### src/rtl/delivery_pkg.sv
// delivery_pkg: shared constants for the delivery robot sequencer.
// Holds one-hot state encodings, display status codes and buzzer modes,
// plus decode helpers used by delivery_ctrl.
package delivery_pkg;

  localparam int STATE_W = 7;

  localparam logic [STATE_W-1:0] S_IDLE    = 7'b000_0001;
  localparam logic [STATE_W-1:0] S_NOCOLOR = 7'b000_0010;
  localparam logic [STATE_W-1:0] S_SEND    = 7'b000_0100;
  localparam logic [STATE_W-1:0] S_ARRIVED = 7'b000_1000;
  localparam logic [STATE_W-1:0] S_UTURN   = 7'b001_0000;
  localparam logic [STATE_W-1:0] S_RETURN  = 7'b010_0000;
  localparam logic [STATE_W-1:0] S_EOT     = 7'b100_0000;

  localparam logic [2:0] ST_IDLE    = 3'd0;
  localparam logic [2:0] ST_NOCOLOR = 3'd1;
  localparam logic [2:0] ST_SEND    = 3'd2;
  localparam logic [2:0] ST_ARRIVED = 3'd3;
  localparam logic [2:0] ST_UTURN   = 3'd4;
  localparam logic [2:0] ST_RETURN  = 3'd5;
  localparam logic [2:0] ST_EOT     = 3'd6;

  localparam logic [1:0] BUZZ_NONE    = 2'd0;
  localparam logic [1:0] BUZZ_CONFIRM = 2'd1;
  localparam logic [1:0] BUZZ_ERROR   = 2'd2;
  localparam logic [1:0] BUZZ_TIMEOUT = 2'd3;

  // Display code for a one-hot state.
  function automatic logic [2:0] state_status(input logic [STATE_W-1:0] s);
    case (s)
      S_NOCOLOR: return ST_NOCOLOR;
      S_SEND:    return ST_SEND;
      S_ARRIVED: return ST_ARRIVED;
      S_UTURN:   return ST_UTURN;
      S_RETURN:  return ST_RETURN;
      S_EOT:     return ST_EOT;
      default:   return ST_IDLE;
    endcase
  endfunction

  // Buzzer mode for a one-hot state; EOT reports a timeout distinctly.
  function automatic logic [1:0] state_buzz(input logic [STATE_W-1:0] s,
                                            input logic by_timeout);
    case (s)
      S_NOCOLOR: return BUZZ_ERROR;
      S_ARRIVED: return BUZZ_CONFIRM;
      S_EOT:     return by_timeout ? BUZZ_TIMEOUT : BUZZ_ERROR;
      default:   return BUZZ_NONE;
    endcase
  endfunction

endpackage

### src/rtl/delivery_ctrl_hall_debounce.sv
// hall_debounce: synchronises the raw hall sensor, requires the level to
// hold for HALL_DB cycles before accepting a change, and emits a one-cycle
// pulse on each accepted rising edge.
module hall_debounce #(
  parameter int HALL_DB = 50000
) (
  input  logic clk,
  input  logic rst,
  input  logic hall,
  output logic hall_evt
);

  localparam int CW = (HALL_DB > 1) ? $clog2(HALL_DB) : 1;

  logic          sync1;
  logic          sync2;
  logic          level;
  logic          level_d;
  logic [CW-1:0] cnt;

  // Two-flop synchroniser for the asynchronous sensor input.
  always_ff @(posedge clk or negedge rst) begin
    if (!rst) begin
      sync1 <= 1'b0;
      sync2 <= 1'b0;
    end else begin
      sync1 <= hall;
      sync2 <= sync1;
    end
  end

  // Accept a new level only after it has differed for HALL_DB samples.
  always_ff @(posedge clk or negedge rst) begin
    if (!rst) begin
      level <= 1'b0;
      cnt   <= '0;
    end else if (sync2 == level) begin
      cnt <= '0;
    end else if (cnt == CW'(HALL_DB - 1)) begin
      level <= sync2;
      cnt   <= '0;
    end else begin
      cnt <= cnt + 1'b1;
    end
  end

  // Registered rising-edge pulse of the debounced level.
  always_ff @(posedge clk or negedge rst) begin
    if (!rst) begin
      level_d  <= 1'b0;
      hall_evt <= 1'b0;
    end else begin
      level_d  <= level;
      hall_evt <= level & ~level_d;
    end
  end

endmodule

### src/rtl/delivery_ctrl.sv
// delivery_ctrl: top-level sequencer for the delivery robot.
// Decides when to track, turn and buzz, counts deliveries and reports a
// status code. Optional SEND timeout enabled by macro DELIVERY_TIMEOUT_EN.
module delivery_ctrl
  import delivery_pkg::*;
#(
  parameter int COLOR_W      = 2,
  parameter int HALL_DB      = 50000,
  parameter int SEND_TIMEOUT = 500000000,
  parameter int TO_W         = 29,
  parameter int CNT_W        = 8
) (
  input  logic               clk,
  input  logic               rst,
  input  logic               hall,
  input  logic [COLOR_W-1:0] object_color,
  input  logic [COLOR_W-1:0] station_color,
  input  logic               station_valid,
  input  logic               end_of_track,
  input  logic               uturn_finished,
  input  logic               buzz_finished,
  output logic               en_tracking,
  output logic               en_uturn,
  output logic               en_buzz,
  output logic [1:0]         buzz_mode,
  output logic [2:0]         status,
  output logic [COLOR_W-1:0] cargo_color,
  output logic [CNT_W-1:0]   delivered_cnt
);

  logic               hall_evt;
  logic [STATE_W-1:0] state;
  logic [STATE_W-1:0] next_state;
  logic               first_cycle;
  logic               returning;
  logic               eot_by_to;
  logic               next_by_to;
  logic               timeout_hit;
  logic               match;

  hall_debounce #(.HALL_DB(HALL_DB)) u_hall (
    .clk      (clk),
    .rst      (rst),
    .hall     (hall),
    .hall_evt (hall_evt)
  );

  assign match = station_valid && (station_color == cargo_color);

`ifdef DELIVERY_TIMEOUT_EN
  logic [TO_W-1:0] to_cnt;

  // Count cycles spent in SEND, restarting from zero on every entry.
  always_ff @(posedge clk or negedge rst) begin
    if (!rst)                to_cnt <= '0;
    else if (state != S_SEND) to_cnt <= '0;
    else                     to_cnt <= to_cnt + 1'b1;
  end

  assign timeout_hit = (state == S_SEND) && (to_cnt == TO_W'(SEND_TIMEOUT - 1));
`else
  // Timeout parameters have no hardware in this build.
  logic [TO_W-1:0] unused_timeout;
  assign unused_timeout = TO_W'(SEND_TIMEOUT);
  assign timeout_hit    = 1'b0;
`endif

  // Next-state decision; feedback pulses are ignored in a state's first cycle.
  always_comb begin
    next_state = state;
    next_by_to = 1'b0;
    case (state)
      S_IDLE:
        if (hall_evt) next_state = (object_color == '0) ? S_NOCOLOR : S_SEND;
      S_NOCOLOR:
        if (buzz_finished && !first_cycle) next_state = S_IDLE;
      S_SEND:
        if (match) next_state = S_ARRIVED;
        else if (end_of_track) next_state = S_EOT;
        else if (timeout_hit) begin
          next_state = S_EOT;
          next_by_to = 1'b1;
        end
      S_ARRIVED:
        if (hall_evt) next_state = S_UTURN;
      S_UTURN:
        if (uturn_finished && !first_cycle) next_state = returning ? S_IDLE : S_RETURN;
      S_RETURN:
        if (end_of_track) next_state = S_UTURN;
      S_EOT: begin
        next_by_to = eot_by_to;
        if (buzz_finished && !first_cycle) next_state = S_UTURN;
      end
      default:
        next_state = S_IDLE;
    endcase
  end

  // State, bookkeeping and outputs all registered from the next state.
  always_ff @(posedge clk or negedge rst) begin
    if (!rst) begin
      state         <= S_IDLE;
      first_cycle   <= 1'b0;
      eot_by_to     <= 1'b0;
      returning     <= 1'b0;
      en_tracking   <= 1'b0;
      en_uturn      <= 1'b0;
      en_buzz       <= 1'b0;
      buzz_mode     <= BUZZ_NONE;
      status        <= ST_IDLE;
      cargo_color   <= '0;
      delivered_cnt <= '0;
    end else begin
      state       <= next_state;
      first_cycle <= (next_state != state);
      eot_by_to   <= next_by_to;
      en_tracking <= (next_state == S_SEND) || (next_state == S_RETURN);
      en_uturn    <= (next_state == S_UTURN);
      en_buzz     <= (next_state == S_NOCOLOR) || (next_state == S_ARRIVED) ||
                     (next_state == S_EOT);
      buzz_mode   <= state_buzz(next_state, next_by_to);
      status      <= state_status(next_state);

      if (next_state == S_IDLE)        returning <= 1'b0;
      else if (next_state == S_RETURN) returning <= 1'b1;

      if (state == S_IDLE && next_state == S_SEND) begin
        cargo_color <= object_color;
      end else if (state == S_ARRIVED && next_state == S_UTURN) begin
        cargo_color <= '0;
        if (delivered_cnt != '1) delivered_cnt <= delivered_cnt + 1'b1;
      end else if (state == S_EOT && next_state == S_UTURN) begin
        cargo_color <= '0;
      end
    end
  end

endmodule

### config.mk
export PLATFORM = sky130hd
export DESIGN_NAME = delivery_ctrl
export DESIGN_NICKNAME = d
export VERILOG_FILES = /design/src/rtl/delivery_pkg.sv /design/src/rtl/delivery_ctrl_hall_debounce.sv /design/src/rtl/delivery_ctrl.sv
export SDC_FILE = /design/constraint.sdc
export NUM_CORES = 1
export LEC_CHECK = 0
export CELL_PAD_IN_SITES_DETAIL_PLACEMENT = 2
export CELL_PAD_IN_SITES_GLOBAL_PLACEMENT = 2
export CORE_MARGIN = 1.5
export CORE_UTILIZATION = 38
export CTS_CLUSTER_DIAMETER = 120
export DETAILED_ROUTE_END_ITERATION = 8
export GPL_ROUTABILITY_DRIVEN = 0
export PLACE_DENSITY = 0.95
export SYNTH_ARGS = -nofsm -noshare
export SYNTH_HDL_FRONTEND = slang
export SYNTH_HIERARCHICAL = 1
export SYNTH_SLANG_ARGS = --single-unit
### constraint.sdc
create_clock -name clk -period 5.15 [get_ports clk]
set_input_delay 1.03 -clock clk [delete_from_list [all_inputs] [get_ports clk]]
set_output_delay 1.03 -clock clk [all_outputs]
set_load 0.01 [all_outputs]
; ---- After elaboration in Yosys (flattened, before gate mapping)
; Cells that the tools add are included.
[totals]
register_bits = 49
[op_classes]
add_sub_neg = 2
n_reduce_logical = 15
muxes = 22
eq_ne = 19
bitwise_logic = 4
[ops]
columns = operator, n
row1 = $mux W7, 8
row2 = $pmux W7 S7, 1
row3 = $mux W16, 2
row4 = $pmux W3 S6, 1
row5 = $add A16 B1 Y16 const B, 1
row6 = $eq A16 B16 Y1 const B, 1
row7 = $eq A7 B1 Y1 const B, 2
row8 = $eq A7 B2 Y1 const B, 2
row9 = $eq A7 B3 Y1 const B, 2
row10 = $eq A7 B4 Y1 const B, 2
row11 = $eq A7 B5 Y1 const B, 2
row12 = $eq A7 B6 Y1 const B, 2
row13 = $eq A7 B7 Y1 const B, 2
row14 = $add A8 B1 Y8 const B, 1
row15 = $ne A8 B8 Y1 const B, 1
row16 = $ne A7 B7 Y1, 1
row17 = $logic_and A1 B1 Y1, 6
row18 = $mux W2, 3
row19 = $mux W6, 1
row20 = $pmux W2 S3, 1
row21 = $mux W1, 4
row22 = $logic_or A1 B1 Y1, 3
row23 = $mux W3, 1
row24 = $not A1 Y1, 3
row25 = 9 further kinds, 9

; ---- Longest topological paths before layout
[logic_depth]
depth_word = 9
depth_mapped = 8
mapped_depth_nobuf = 6

; ---- Hierarchy
; Netlist, hierarchy kept.
[modules_own_cells]
columns = mod, cells_per_inst, n_inst, area_per_inst_um2
row1 = delivery_ctrl, 161, 1, 1520.2
row2 = hall_debounce, 89, 1, 967.2

; ---- Worst setup path before layout
; No wires, ideal clock.
[synth_timing]
path_type = input-to-reg
startpoint = in uturn_finished
endpoint = reg buzz_mode[1]
n_path_buf = 0
setup_time_ps = 127
t_required_ps = 5023
slack_ps = 2910
arrival_ps = 2113
cell_stages = 5
path_cell_list = nor2b_1 o22ai_1 a221oi_1 a31oi_2 or2_2
[synth_between]
elab_chain_len = 5
elab_cells_between_ends = 7
classes_between = eq/ne (3) / mux (3) / reduce/logical (1)
[synth_rtl]
columns = item, line_no
row1 = "start, declared", delivery_ctrl.sv:20  ; input logic uturn_finished,
row2 = $logic_and A1 B1 Y1 (*), delivery_ctrl.sv:87  ; if (uturn_finished && !first_cycle) next_state = returning ? S_IDLE : S_RETURN;
row3 = $mux W7 (*), delivery_ctrl.sv:87
row4 = $pmux W7 S7 (*), delivery_ctrl.sv:72  ; case (state)
row5 = via next_state[1], delivery_ctrl.sv:33  ; logic [STATE_W-1:0] next_state;
row6 = "$eq A7 B7 Y1, or another cell as far along", delivery_pkg.sv:45  ; case (s)
row7 = $pmux W2 S3 (*), delivery_pkg.sv:45
row8 = "end signal, assigned", delivery_ctrl.sv:121  ; buzz_mode <= state_buzz(next_state, next_by_to);
row9 = "end, declared", delivery_ctrl.sv:25  ; output logic [1:0] buzz_mode,
; The timed path passes the listed nets; every way through them passes the cells marked *.
; A chain may end at the register's enable or synchronous reset.

; ---- Worst setup path in the final report
[layout_timing]
startpoint = in uturn_finished
endpoint = reg status[2]
[layout_between]
elab_chain_len = 5
elab_cells_between_ends = 10
classes_between = eq/ne (6) / mux (3) / reduce/logical (1)
[layout_rtl]
columns = item, line_no
row1 = $logic_and A1 B1 Y1 (*), delivery_ctrl.sv:87
row2 = $mux W7 (*), delivery_ctrl.sv:87
row3 = $pmux W7 S7 (*), delivery_ctrl.sv:72
row4 = via next_state[1], delivery_ctrl.sv:33
row5 = "$eq A7 B7 Y1, or another cell as far along", delivery_pkg.sv:31  ; case (s)
row6 = $pmux W3 S6 (*), delivery_pkg.sv:31
row7 = "end signal, assigned", delivery_ctrl.sv:122  ; status <= state_status(next_state);
row8 = "end, declared", delivery_ctrl.sv:26  ; output logic [2:0] status,
; Marked as above.

==> reports/results.txt <==
The flow ran to the end, and the final reports show no timing, DRC or antenna violations. In this run the critical register-to-register path is captured at status[2]$_DFF_PN0_. The H-tree was split into 2 levels.

In this run, post-CTS repair resized a total of 0 instances. The beginning of the critical path is uturn_finished. The net total in the final layout was 290; the arrival time of data at the critical path endpoint was 3040 ps.

Hold repair after CTS inserted 0 buffers. For this design the ratio of total power to cell area is 224 nW/µm². The tools report the wire length of the first global-routing pass as 12500 µm.

The worst setup path is captured at a register. Subtracting the final worst setup slack from the clock period gives 2790 ps. Once the clock tree was built, the setup fixing pass inserted 0 buffers.

The number of routed nets with antenna violations came out at 0. The footprint of the flip-flops and latches was 1230 µm²; the clock transition at the registers of the reported paths was 100 ps. After synthesis, the share of flip-flops with an asynchronous set or reset is 100%. For the DRC violation count after routing, the log shows 0.

The type of the worst min-delay path was reg2reg. For the pin with the worst max-slew slack, the measured transition is 708 ps. In this run, the clock network consumes 35.6% of the power.

The critical path ends at status[2]$_DFF_PN0_. Global routing used 22.6% of the available tracks. The I/O pin count was 29. In this run the mean area of a mapped cell was 9.95 µm².

The die is 83.9 µm wide. Leaving out fill and tap cells, the most frequent cell in the layout is sky130_fd_sc_hd__dfrtp_1. The post-route netlist has 8.27% of its cells at a drive strength greater than 1. TritonCTS built the clock tree.

The logs give 146 µm for the detailed route wirelength on metal3 and 0.000494 W for the internal power. The logs give 0 for the count of endpoints failing setup in the final report and 7350 µm for the final routed wirelength across all metal layers. In this run, synthesis inferred 0 flip-flops with an integrated enable.

For the final-report max-slew violation count, the log shows 0. Across the VDD grid, the largest voltage drop is 0.000143 V. In this run the vertical extent of the chip is 83.9 µm.

The tools report the number of DRC violations after detailed-routing iteration 0 as 66. The hold violation total from the final report is 0. The tools report the via count as 2032. From synthesis to final layout, the design area changed by 16.6%. Counting cells, the worst reg-to-reg path comes to 6. In this run, distinct cell masters in the synthesized netlist total 51. Post-synthesis register bit count: 49. The run gives 250 as the synthesized instance count. Setup repair after global routing left no endpoint under its margin. The cell area after synthesis came out at 2490 µm². The routed length on met2 is 3960 µm. Summed over all layers, the global routing overflow is 0. Launch point of the worst reg-to-reg path: state[6]$_DFF_PN0_.

Headroom to the max-slew limit came out at 52.4%. The critical path in this run is classified as in2reg. Yosys printed 6 warnings. Using the TritonRoute via totals, the vias-per-cell ratio works out to 5.72. In the final timing run, aggregate negative setup slack is 0 ps. Counting the buffers created by CTS gives 5. The power share of the combinational group came out at 4.2%. Signal routing reaches up to met4.

Counting the fill cells in the layout gives 696. The first detailed-routing pass ran for 5 iterations. The tools report the standard cell core area as 6350 µm².

In this run the tool buffered the top-level ports with 28 buffer cells. After detailed routing, the average wire length per cell comes to 20.7 µm. The via count of the first global-routing pass was 2312.

The analysis attributes to cell leakage a power of 1.27 nW. The worst register-to-register path has a setup slack of 2640 ps. The multi-input combinational cells in the finished layout cover a total of 1180 µm². In this run the worst path has a maximum fanout of 5.

Based on the critical path, the design can be clocked at up to 0.359 GHz. The number of antenna violations at the first check in global routing was 0; the overall power consumption was 0.000648 W. Sequential power share: 60.3%. Root buffer selected by CTS: sky130_fd_sc_hd__clkbuf_8.

Clock skew on the completed layout was measured at 12.3 ps. The effective utilization at floorplan came out at 39.2%. The worst path uses 54.1% of the clock period. After legalization and detailed placement, the total HPWL measured 5190 µm. The detailed router put a total of 3110 µm of wire on met1.

In the layout the commonest cells are sky130_fd_sc_hd__dfrtp_1, sky130_fd_sc_hd__nor2_1, sky130_fd_sc_hd__clkdlybuf4s50_1. The clock passes through at most 2 buffers. For the worst-skew pair, the clock arrives at the later sink with an insertion delay of 310 ps. The floorplan step defined a die boundary enclosing 7040 µm².

Entering global routing, the biggest net connects 50 pins. The analysis attributes to net switching a power of 0.000154 W. Net switching is 23.8% of the power.

The tools report the count of inserted antenna diode cells as 0. The tools report the number of sinks driven by the clock tree as 49. The dominant synthesized flop cell was sky130_fd_sc_hd__dfrtp_1. STA classifies the critical path startpoint as a primary input. After floorplanning, the core was divided into 29 placement rows.

Of the synthesized area, sequential elements account for 49.3%. The synthesized netlist net count came out at 263. The tools report the total of max-cap violations as 0. At the worst endpoint, the required time is 5400 ps.
layout make-up:
| class | instances | share of cell area, % |
|---|---|---|
| clock buffers | 5 | 2.37 |
| clock inverters | 3 | 0.733 |
| inverters | 5 | 0.647 |
| multi-input cells | 187 | 40.9 |
| flip-flops and latches | 49 | 42.3 |
| well taps | 77 | 3.32 |
| repair buffers | 29 | 9.75 |
Yosys cell counts (2+ instances only):
cell type / n / area, µm²
sky130_fd_sc_hd__dfrtp_1: 48 / 1200
sky130_fd_sc_hd__nor2_1: 30 / 113
sky130_fd_sc_hd__nand2_1: 19 / 71.3
sky130_fd_sc_hd__xnor2_1: 13 / 114
sky130_fd_sc_hd__nand3_1: 11 / 55.1
sky130_fd_sc_hd__nand4_1: 10 / 62.6
sky130_fd_sc_hd__nor3_1: 9 / 45.0
sky130_fd_sc_hd__xor2_1: 9 / 78.8
sky130_fd_sc_hd__clkbuf_1: 6 / 22.5
sky130_fd_sc_hd__nand2b_1: 6 / 37.5
sky130_fd_sc_hd__nor2b_1: 6 / 37.5
sky130_fd_sc_hd__o21ai_0: 6 / 30.0
sky130_fd_sc_hd__or3_1: 6 / 37.5
sky130_fd_sc_hd__and3_1: 5 / 31.3
sky130_fd_sc_hd__inv_1: 5 / 18.8
sky130_fd_sc_hd__nor4_1: 5 / 31.3
sky130_fd_sc_hd__a21o_1: 4 / 30.0
sky130_fd_sc_hd__a21oi_1: 4 / 20.0
sky130_fd_sc_hd__o22ai_1: 4 / 25.0
sky130_fd_sc_hd__buf_6: 3 / 33.8
sky130_fd_sc_hd__o21a_1: 3 / 22.5
sky130_fd_sc_hd__a211oi_1: 2 / 15.0
sky130_fd_sc_hd__a22o_1: 2 / 17.5
sky130_fd_sc_hd__and2_1: 2 / 12.5
sky130_fd_sc_hd__and4_1: 2 / 17.5
sky130_fd_sc_hd__ha_1: 2 / 25.0
sky130_fd_sc_hd__o31ai_1: 2 / 15.0
sky130_fd_sc_hd__or4_1: 2 / 15.0
sky130_fd_sc_hd__or4_4: 2 / 22.5
stage by stage:
step / instances / util [%] / hold slack, ps / setup slack, ps / instance area (µm²)
2_1_floorplan: 250 / - / 331 / 2910 / 2490
3_3_place_gp: 347 / 44.3 / 336 / 2210 / 2810
3_5_place_dp: 347 / 44.3 / 339 / 2100 / 2810
4_1_cts: 355 / 45.7 / 375 / 2400 / 2900
5_1_grt: 355 / 45.7 / 383 / 2220 / 2900
6_report: 355 / 45.7 / 375 / 2360 / 2900
worst min-delay path by stage:
stage                                         to  depth (start not counted)              startpoint
after floorplan           u_hall/sync2$_DFF_PN0_                          0  u_hall/sync1$_DFF_PN0_
after global placement    u_hall/sync2$_DFF_PN0_                          0  u_hall/sync1$_DFF_PN0_
after detailed placement  u_hall/sync2$_DFF_PN0_                          0  u_hall/sync1$_DFF_PN0_
after CTS                 u_hall/sync2$_DFF_PN0_                          0  u_hall/sync1$_DFF_PN0_
after global routing      u_hall/sync2$_DFF_PN0_                          0  u_hall/sync1$_DFF_PN0_
final                     u_hall/sync2$_DFF_PN0_                          0  u_hall/sync1$_DFF_PN0_
logic make-up after synthesis:
| kind of cell | share of synthesized area (%) |
|---|---|
| buffers and inverters | 3.02 |
| AO/OA/AOI/OAI | 9.56 |
| adder cells (fa/ha/maj) | 1.01 |
| multiplexers | 0.603 |
| AND/OR/NAND/NOR | 28.7 |
| XOR/XNOR | 7.75 |
| flip-flops | 49.3 |
power groups by stage:
stage | Combinational (W) | Clock [W] | Sequential, W
3_3_place_gp | 0.0000261 | 0 | 0.000397
4_1_cts | 0.0000277 | 0.000239 | 0.000391
5_1_grt | 0.0000305 | 0.000250 | 0.000391
2_1_floorplan | 0.00000830 | 0 | 0.000397
6_report | 0.0000270 | 0.000231 | 0.000391
3_5_place_dp | 0.0000272 | 0 | 0.000398
worst max-delay path, cell delays in order:
cell and delay, ps:
sky130_fd_sc_hd__clkdlybuf4s50_1 450, sky130_fd_sc_hd__nor2b_1 320, sky130_fd_sc_hd__o22ai_1 160, sky130_fd_sc_hd__a221oi_1 430
sky130_fd_sc_hd__a31oi_2 200, sky130_fd_sc_hd__nor2_1 260, sky130_fd_sc_hd__and3_1 190
layer usage:
| metal | vias up | track usage, % |
|---|---|---|
| met5 | - | 0 |
| met4 | 0 | 6.41 |
| met3 | 13 | 2.97 |
| met2 | 29 | 41.2 |
| met1 | 1046 | 27.9 |
| li1 | 944 | - |
flip-flops by register name, indices dropped and copies added (netlist names), 2 cells and up:
| name | cells |
|---|---|
| buzz_mode | 2 |
| cargo_color | 2 |
| delivered_cnt | 8 |
| state | 7 |
| status | 3 |
| u_hall/cnt | 16 |
No activity file was read; power rests on OpenSTA's default activity.
